### src/rtl/radio_tx_framer.sv
// radio_tx_framer
// Buffers payload bytes pushed by the controller and serializes them as one
// framed packet on a single bit line toward the RF front end.
// Frame: PREAMBLE, SYNC, N, N payload bytes, checksum = (N + sum) mod 256.
// Bytes go out LSB first, each bit held CLKS_PER_BIT cycles, with no gaps.
//
// Handshake: a byte is taken on any cycle where radio_send && !radio_busy.
// A push seen while radio_busy is high is dropped; there is no retry.
//
// Ports
//   clk, rst       : clock, synchronous active-high reset
//   radio_enable   : low aborts any frame, clears the buffer, blocks pushes
//   radio_send     : push strobe, one byte per cycle
//   radio_tx_data  : payload byte sampled with radio_send
//   radio_busy     : push refused while high
//   tx_bit         : serial line, idles at 0
//   tx_active      : high while a frame is on the line
//   tx_done        : one-cycle pulse after the final checksum bit
//   dbg_state      : current FSM state encoding, for observation only
module radio_tx_framer #(
    parameter int          CLKS_PER_BIT = 16,
    parameter int          MAX_LEN      = 16,
    parameter int          IDLE_TIMEOUT = 32,
    parameter logic [7:0]  PREAMBLE     = 8'hAA,
    parameter logic [7:0]  SYNC         = 8'h7E
) (
    input  logic       clk,
    input  logic       rst,
    input  logic       radio_enable,
    input  logic       radio_send,
    input  logic [7:0] radio_tx_data,
    output logic       radio_busy,
    output logic       tx_bit,
    output logic       tx_active,
    output logic       tx_done,
    output logic [2:0] dbg_state
);

    localparam int CW = (CLKS_PER_BIT > 1) ? $clog2(CLKS_PER_BIT) : 1;
    localparam int TW = (IDLE_TIMEOUT > 1) ? $clog2(IDLE_TIMEOUT + 1) : 1;
    localparam int AW = (MAX_LEN > 1) ? $clog2(MAX_LEN) : 1;

    localparam logic [CW-1:0] L_CPB_M1 = CW'(CLKS_PER_BIT - 1);
    localparam logic [TW-1:0] L_TO_M1  = TW'(IDLE_TIMEOUT - 1);
    localparam logic [7:0]    L_MAX    = 8'(MAX_LEN);
    localparam logic [7:0]    L_MAX_M1 = 8'(MAX_LEN - 1);

    typedef enum logic [2:0] {
        S_IDLE = 3'd0,
        S_PRE  = 3'd1,
        S_SYNC = 3'd2,
        S_LEN  = 3'd3,
        S_PAY  = 3'd4,
        S_CHK  = 3'd5
    } state_t;

    state_t        r_state;
    logic [7:0]    r_count;
    logic [7:0]    r_sum;
    logic [TW-1:0] r_timer;
    logic [CW-1:0] r_clk_cnt;
    logic [2:0]    r_bit_idx;
    logic [7:0]    r_shift;
    logic [7:0]    r_byte_idx;
    logic          r_tx_bit;
    logic          r_tx_active;
    logic          r_tx_done;
    logic [7:0]    r_buf [0:MAX_LEN-1];

    logic          w_push;
    logic          w_bit_end;
    logic          w_launch;
    logic [7:0]    w_check;
    logic [7:0]    w_next_byte;
    state_t        w_next_state;

    assign radio_busy = !radio_enable || (r_state != S_IDLE) || (r_count == L_MAX);
    assign w_push     = radio_send && !radio_busy;
    assign w_bit_end  = (r_clk_cnt == L_CPB_M1);
    assign w_check    = r_count + r_sum;

    // Launch when the push in flight fills the buffer, when the buffer is
    // already full, or when the idle timer is about to reach the timeout.
    // A push in the same cycle always restarts the timer instead.
    assign w_launch = (w_push && (r_count == L_MAX_M1)) ||
                      (r_count == L_MAX) ||
                      (!w_push && (r_count != 8'd0) && (r_timer == L_TO_M1));

    // Byte that follows the one currently on the line.
    always_comb begin
        w_next_byte  = 8'h00;
        w_next_state = S_IDLE;
        case (r_state)
            S_PRE: begin
                w_next_byte  = SYNC;
                w_next_state = S_SYNC;
            end
            S_SYNC: begin
                w_next_byte  = r_count;
                w_next_state = S_LEN;
            end
            S_LEN: begin
                w_next_byte  = r_buf[0];
                w_next_state = S_PAY;
            end
            S_PAY: begin
                if (r_byte_idx == r_count) begin
                    w_next_byte  = w_check;
                    w_next_state = S_CHK;
                end else begin
                    w_next_byte  = r_buf[r_byte_idx[AW-1:0]];
                    w_next_state = S_PAY;
                end
            end
            default: begin
                w_next_byte  = 8'h00;
                w_next_state = S_IDLE;
            end
        endcase
    end

    always_ff @(posedge clk) begin
        if (rst || !radio_enable) begin
            r_state     <= S_IDLE;
            r_count     <= 8'd0;
            r_sum       <= 8'd0;
            r_timer     <= '0;
            r_clk_cnt   <= '0;
            r_bit_idx   <= 3'd0;
            r_shift     <= 8'h00;
            r_byte_idx  <= 8'd0;
            r_tx_bit    <= 1'b0;
            r_tx_active <= 1'b0;
            r_tx_done   <= 1'b0;
        end else begin
            r_tx_done <= 1'b0;
            if (r_state == S_IDLE) begin
                if (w_push) begin
                    r_buf[r_count[AW-1:0]] <= radio_tx_data;
                    r_count <= r_count + 8'd1;
                    r_sum   <= r_sum + radio_tx_data;
                    r_timer <= '0;
                end else if (r_count != 8'd0) begin
                    r_timer <= r_timer + 1'b1;
                end
                if (w_launch) begin
                    r_state     <= S_PRE;
                    r_shift     <= PREAMBLE;
                    r_tx_bit    <= PREAMBLE[0];
                    r_tx_active <= 1'b1;
                    r_clk_cnt   <= '0;
                    r_bit_idx   <= 3'd0;
                    r_timer     <= '0;
                end
            end else if (!w_bit_end) begin
                r_clk_cnt <= r_clk_cnt + 1'b1;
            end else begin
                r_clk_cnt <= '0;
                if (r_bit_idx != 3'd7) begin
                    r_bit_idx <= r_bit_idx + 3'd1;
                    r_shift   <= r_shift >> 1;
                    r_tx_bit  <= r_shift[1];
                end else begin
                    r_bit_idx <= 3'd0;
                    if (r_state == S_CHK) begin
                        // Last checksum bit finished: frame complete.
                        r_state     <= S_IDLE;
                        r_tx_active <= 1'b0;
                        r_tx_bit    <= 1'b0;
                        r_tx_done   <= 1'b1;
                        r_count     <= 8'd0;
                        r_sum       <= 8'd0;
                        r_shift     <= 8'h00;
                        r_byte_idx  <= 8'd0;
                    end else begin
                        r_state  <= w_next_state;
                        r_shift  <= w_next_byte;
                        r_tx_bit <= w_next_byte[0];
                        if (r_state == S_LEN) begin
                            r_byte_idx <= 8'd1;
                        end else if (r_state == S_PAY) begin
                            r_byte_idx <= r_byte_idx + 8'd1;
                        end
                    end
                end
            end
        end
    end

    assign tx_bit    = r_tx_bit;
    assign tx_active = r_tx_active;
    assign tx_done   = r_tx_done;
    assign dbg_state = r_state;

endmodule
### config.mk
export PLATFORM = sky130hd
export DESIGN_NAME = radio_tx_framer
export DESIGN_NICKNAME = d
export VERILOG_FILES = /design/src/rtl/radio_tx_framer.sv
export SDC_FILE = /design/constraint.sdc
export NUM_CORES = 1
export LEC_CHECK = 0
export CAP_MARGIN = 15
export CORE_MARGIN = 2
export CORE_UTILIZATION = 35
export CTS_CLUSTER_SIZE = 8
export DETAILED_ROUTE_END_ITERATION = 12
export GPL_TIMING_DRIVEN = 0
export PLACE_DENSITY = 0.52
export SLEW_MARGIN = 25
export SYNTH_ARGS = -nofsm -noshare
export SYNTH_HDL_FRONTEND = slang
export SYNTH_SLANG_ARGS = --single-unit
export TNS_END_PERCENT = 5
### constraint.sdc
create_clock -name clk -period 4.01 [get_ports clk]
set_input_delay 1.0025 -clock clk [delete_from_list [all_inputs] [get_ports clk]]
set_output_delay 1.0025 -clock clk [all_outputs]
set_load 0.005 [all_outputs]
==> impl_metrics.json <==
{
  "critPathMaxFanout": 9,
  "cts_resized": 0,
  "critical_path.max_stage_delay_ns": 0.84,
  "utilization": 0.406,
  "finalWirelength_microns": 22300,
  "synth_cell_types": 76,
  "fin_setup_tns_ns": 0,
  "pwr-share-clk": 0.441,
  "clock_latency_ns": 0.44,
  "relSlewSlack": 0.303,
  "crit_buf_inv": 2,
  "layout.cells.non_filler": 1036,
  "netlist_top_cells_count": "edfxtp_1 (128), nor2_1 (63), dfxtp_1 (54), a21oi_1 (37), nand2_1 (35)",
  "ant_nets": 0,
  "critPathKind": "flip-flop to flip-flop",
  "cp_slowest_cell": "nor2_1",
  "die_y_microns": 161,
  "drv_cap": 0,
  "clock-sinks": 182,
  "cts-root-buf": "clkbuf_16",
  "antenna_found_initial": 0,
  "combinationalPowerShare": 0.030,
  "seq_power_share": 0.529,
  "hold_viol": 0,
  "drt_iter0_drc": 493,
  "hold_path.class": "flip-flop to flip-flop",
  "p_sw_frac": 0.230,
  "top_usage_layer": "met2",
  "synth_compound_area_frac": 0.108,
  "synth_fp_nets": 697,
  "clockBufferDepth": 2,
  "p_leak_nw": 3.28,
  "cts_tree": "done",
  "io_pins": 19,
  "yosys.area_share.simple": 0.121,
  "yosysMostFrequentCell": "edfxtp_1",
  "synth_edf_count": 128,
  "rows": 57,
  "vias_per_cell": 5.49,
  "crit_family": "simple AND/OR/NAND/NOR gates",
  "crit_path_end_kind": "flip-flop",
  "cts.htree.levels": 4,
  "dieArea_sq_mm": 0.0260,
  "synthAdderAreaFrac": 0.0379,
  "fmax_ghz": 0.266,
  "p_sw_uw": 878,
  "grt_use_met2": 0.289,
  "syn_inst": 660,
  "worst_pin_slew_ns": 1.04,
  "coreArea_sq_mm": 0.0243,
  "remaining_drc_errors": 0,
  "yosys-top-cells-area": "edfxtp_1 (44%), dfxtp_1 (12%), mux4_1 (4.9%)",
  "ys_seq_elements": 182,
  "path_cells": "inv_1 -> ha_1 -> nor3b_2 -> and3_1 -> buf_2 -> nand2b_1 -> nor2_1 -> nand2_1 -> nor2_1",
  "post_drt_wl_per_cell_microns": 21.5,
  "synth_top_cell_by_area": "edfxtp_1",
  "grt_use_met3": 0.0331,
  "grt_overflow": 0,
  "vias": 5691,
  "finalMaxSlewViolations": 0,
  "setup_viol": 0,
  "synthArstFlopShare": 0,
  "grt_pass1_wl_microns": 33800,
  "ys.warnings.count": 0,
  "die_width_microns": 161,
  "fin_crit_sh": 0.937,
  "status": "completed",
  "finalNetCount": 736,
  "grtUsageMet1": 0.231,
  "areaGrowthSynthToFinish_pct": 14.0,
  "synthMuxAreaShare": 0.103,
  "fill_cells": 2280,
  "rsz0062_at_grt": "false",
  "grt_use_total": 0.175,
  "firstDrtPassIters": 5,
  "hold_buffers": 0,
  "p_total_mw": 3.82,
  "fin_crit_ns": 3.76,
  "p_per_area_mw_per_mm2": 387,
  "synth_ff_type": "edfxtp_1",
  "syn-cell-area_sq_mm": 0.00866,
  "synth_top_area_frac": 0.444,
  "port_buffers": 18,
  "p_int_mw": 2.94,
  "post-dp-hpwl_microns": 15700,
  "crit_arrival_ns": 3.81,
  "clk_pin_slew_worst_paths_ns": 0.07,
  "cp_num_cells": 9,
  "avgSynthCellArea_sq_um": 13.1,
  "start_util": 0.356,
  "drive_gt1_frac": 0.133,
  "ff2ff_path_depth": 9,
  "dp_cells": 1004,
  "cp-start-kind": "flip-flop",
  "postCtsSetupRepairBufs": 0,
  "vdd_drop_max_mv": 0.275,
  "fin_worst_skew_ns": 0.0135,
  "worst_ep_required_time_ns": 4.07,
  "yosysSeqAreaShare": 0.569,
  "place_congestion": 0.852,
  "grt_pass1_vias": 5735,
  "worstHoldPathCells": 2,
  "crit_top_cell": "nor2_1",
  "synth_top_family_by_area": "simple AND/OR/NAND/NOR gates",
  "grt_start_max_net_pins": 21,
  "cts_made_buffers": 17,
  "synth_xor_area_frac": 0.0283,
  "diodes": 0
}
## flip-flops by register name, indices dropped and copies added, names as in the netlist, named ones only
name	flops
r_count	8
r_timer	6
tx_done	1
r_byte_idx	8
r_clk_cnt	4
r_sum	8
r_bit_idx	3
r_buf	128
r_shift	8
dbg_state	3
tx_active	1
## layout make-up
type / count / area, sq um / area share
repair buffers: 20 / 203 / 0.0205
flip-flops and latches: 182 / 4920 / 0.499
clock buffers: 18 / 429 / 0.0435
inverters: 17 / 63.8 / 0.00646
well taps: 324 / 405 / 0.0411
clock inverters: 14 / 154 / 0.0156
plain buffers: 30 / 223 / 0.0226
multi-input cells: 431 / 3470 / 0.351
## worst paths after layout
| kind | startpoint | endpoint | slack (ns) |
|---|---|---|---|
| setup / recovery | r_count[1] | r_buf[9][6] | 0.25 |
| hold / removal | tx_active | tx_active | 0.46 |
| setup reg to reg | r_count[1] | r_buf[9][6] | 0.25 |
| hold reg to reg | tx_active | tx_active | 0.46 |
## placed cells by master (no fill, tap or decap), types with 4 or more instances in the layout
| master | instances |
|---|---|
| a21oi_1 | 37 |
| nand3b_1 | 4 |
| o21ai_0 | 30 |
| a22oi_1 | 17 |
| xor2_1 | 23 |
| nor3_1 | 13 |
| buf_6 | 7 |
| buf_2 | 8 |
| clkbuf_16 | 17 |
| and2_1 | 4 |
| o21a_1 | 4 |
| inv_8 | 7 |
| inv_1 | 17 |
| edfxtp_1 | 128 |
| xnor2_1 | 5 |
| mux4_1 | 16 |
| and3_1 | 6 |
| a211oi_1 | 5 |
| nand4_1 | 10 |
| nor2_1 | 63 |
| mux2i_1 | 10 |
| nor2b_1 | 8 |
| ha_1 | 23 |
| nor3_2 | 5 |
| mux4_2 | 16 |
| nand2b_1 | 8 |
| nand2_1 | 35 |
| nand3_1 | 18 |
| clkbuf_1 | 12 |
| clkdlybuf4s50_1 | 18 |
| dfxtp_1 | 54 |
| or3_1 | 6 |
## cell families (layout without fill, tap and decap cells)
family          count (synthesis)  count (layout)
mux                            43              43
compound gates                135             135
fa+ha+maj                      25              25
simple gates                  200             200
xor+xnor                       28              28
buf+inv                        47              99
flops                         182             182
## metrics by stage
step                worst slack, ns  hold slack, ns  cell area [sq um]
floorplan                      1.21           0.436               8660
global placement             -0.483           0.448               9250
detailed placement           0.0277           0.452               9280
CTS                           0.258           0.462               9870
global route                 0.0354           0.489               9870
finish                        0.255           0.464               9870
## power by group through the flow
stage                     sequential (mW)  combinational [mW]  clock [mW]
after floorplan                      2.06              0.0549           0
after global placement               2.06               0.110           0
after detailed placement             2.06               0.114           0
after CTS                            2.02               0.115        1.72
after global routing                 2.02               0.126        1.79
final                                2.02               0.115        1.68
## worst register-to-register path, cell delays in order (launching register included)
cell and delay, ns:
dfxtp_1 0.58, inv_1 0.18, ha_1 0.25, nor3b_2 0.20
and3_1 0.20, buf_2 0.16, nand2b_1 0.34, nor2_1 0.40
nand2_1 0.23, nor2_1 0.84
## layer usage
| layer | part of all wire | wire (microns) |
|---|---|---|
| met1 | 0.44 | 9840 |
| met3 | 0.051 | 1130 |
| met4 | 0.023 | 513 |
| met5 | 0 | 0 |
| met2 | 0.48 | 10800 |
Note: power is estimated with default switching activity, not from simulation.
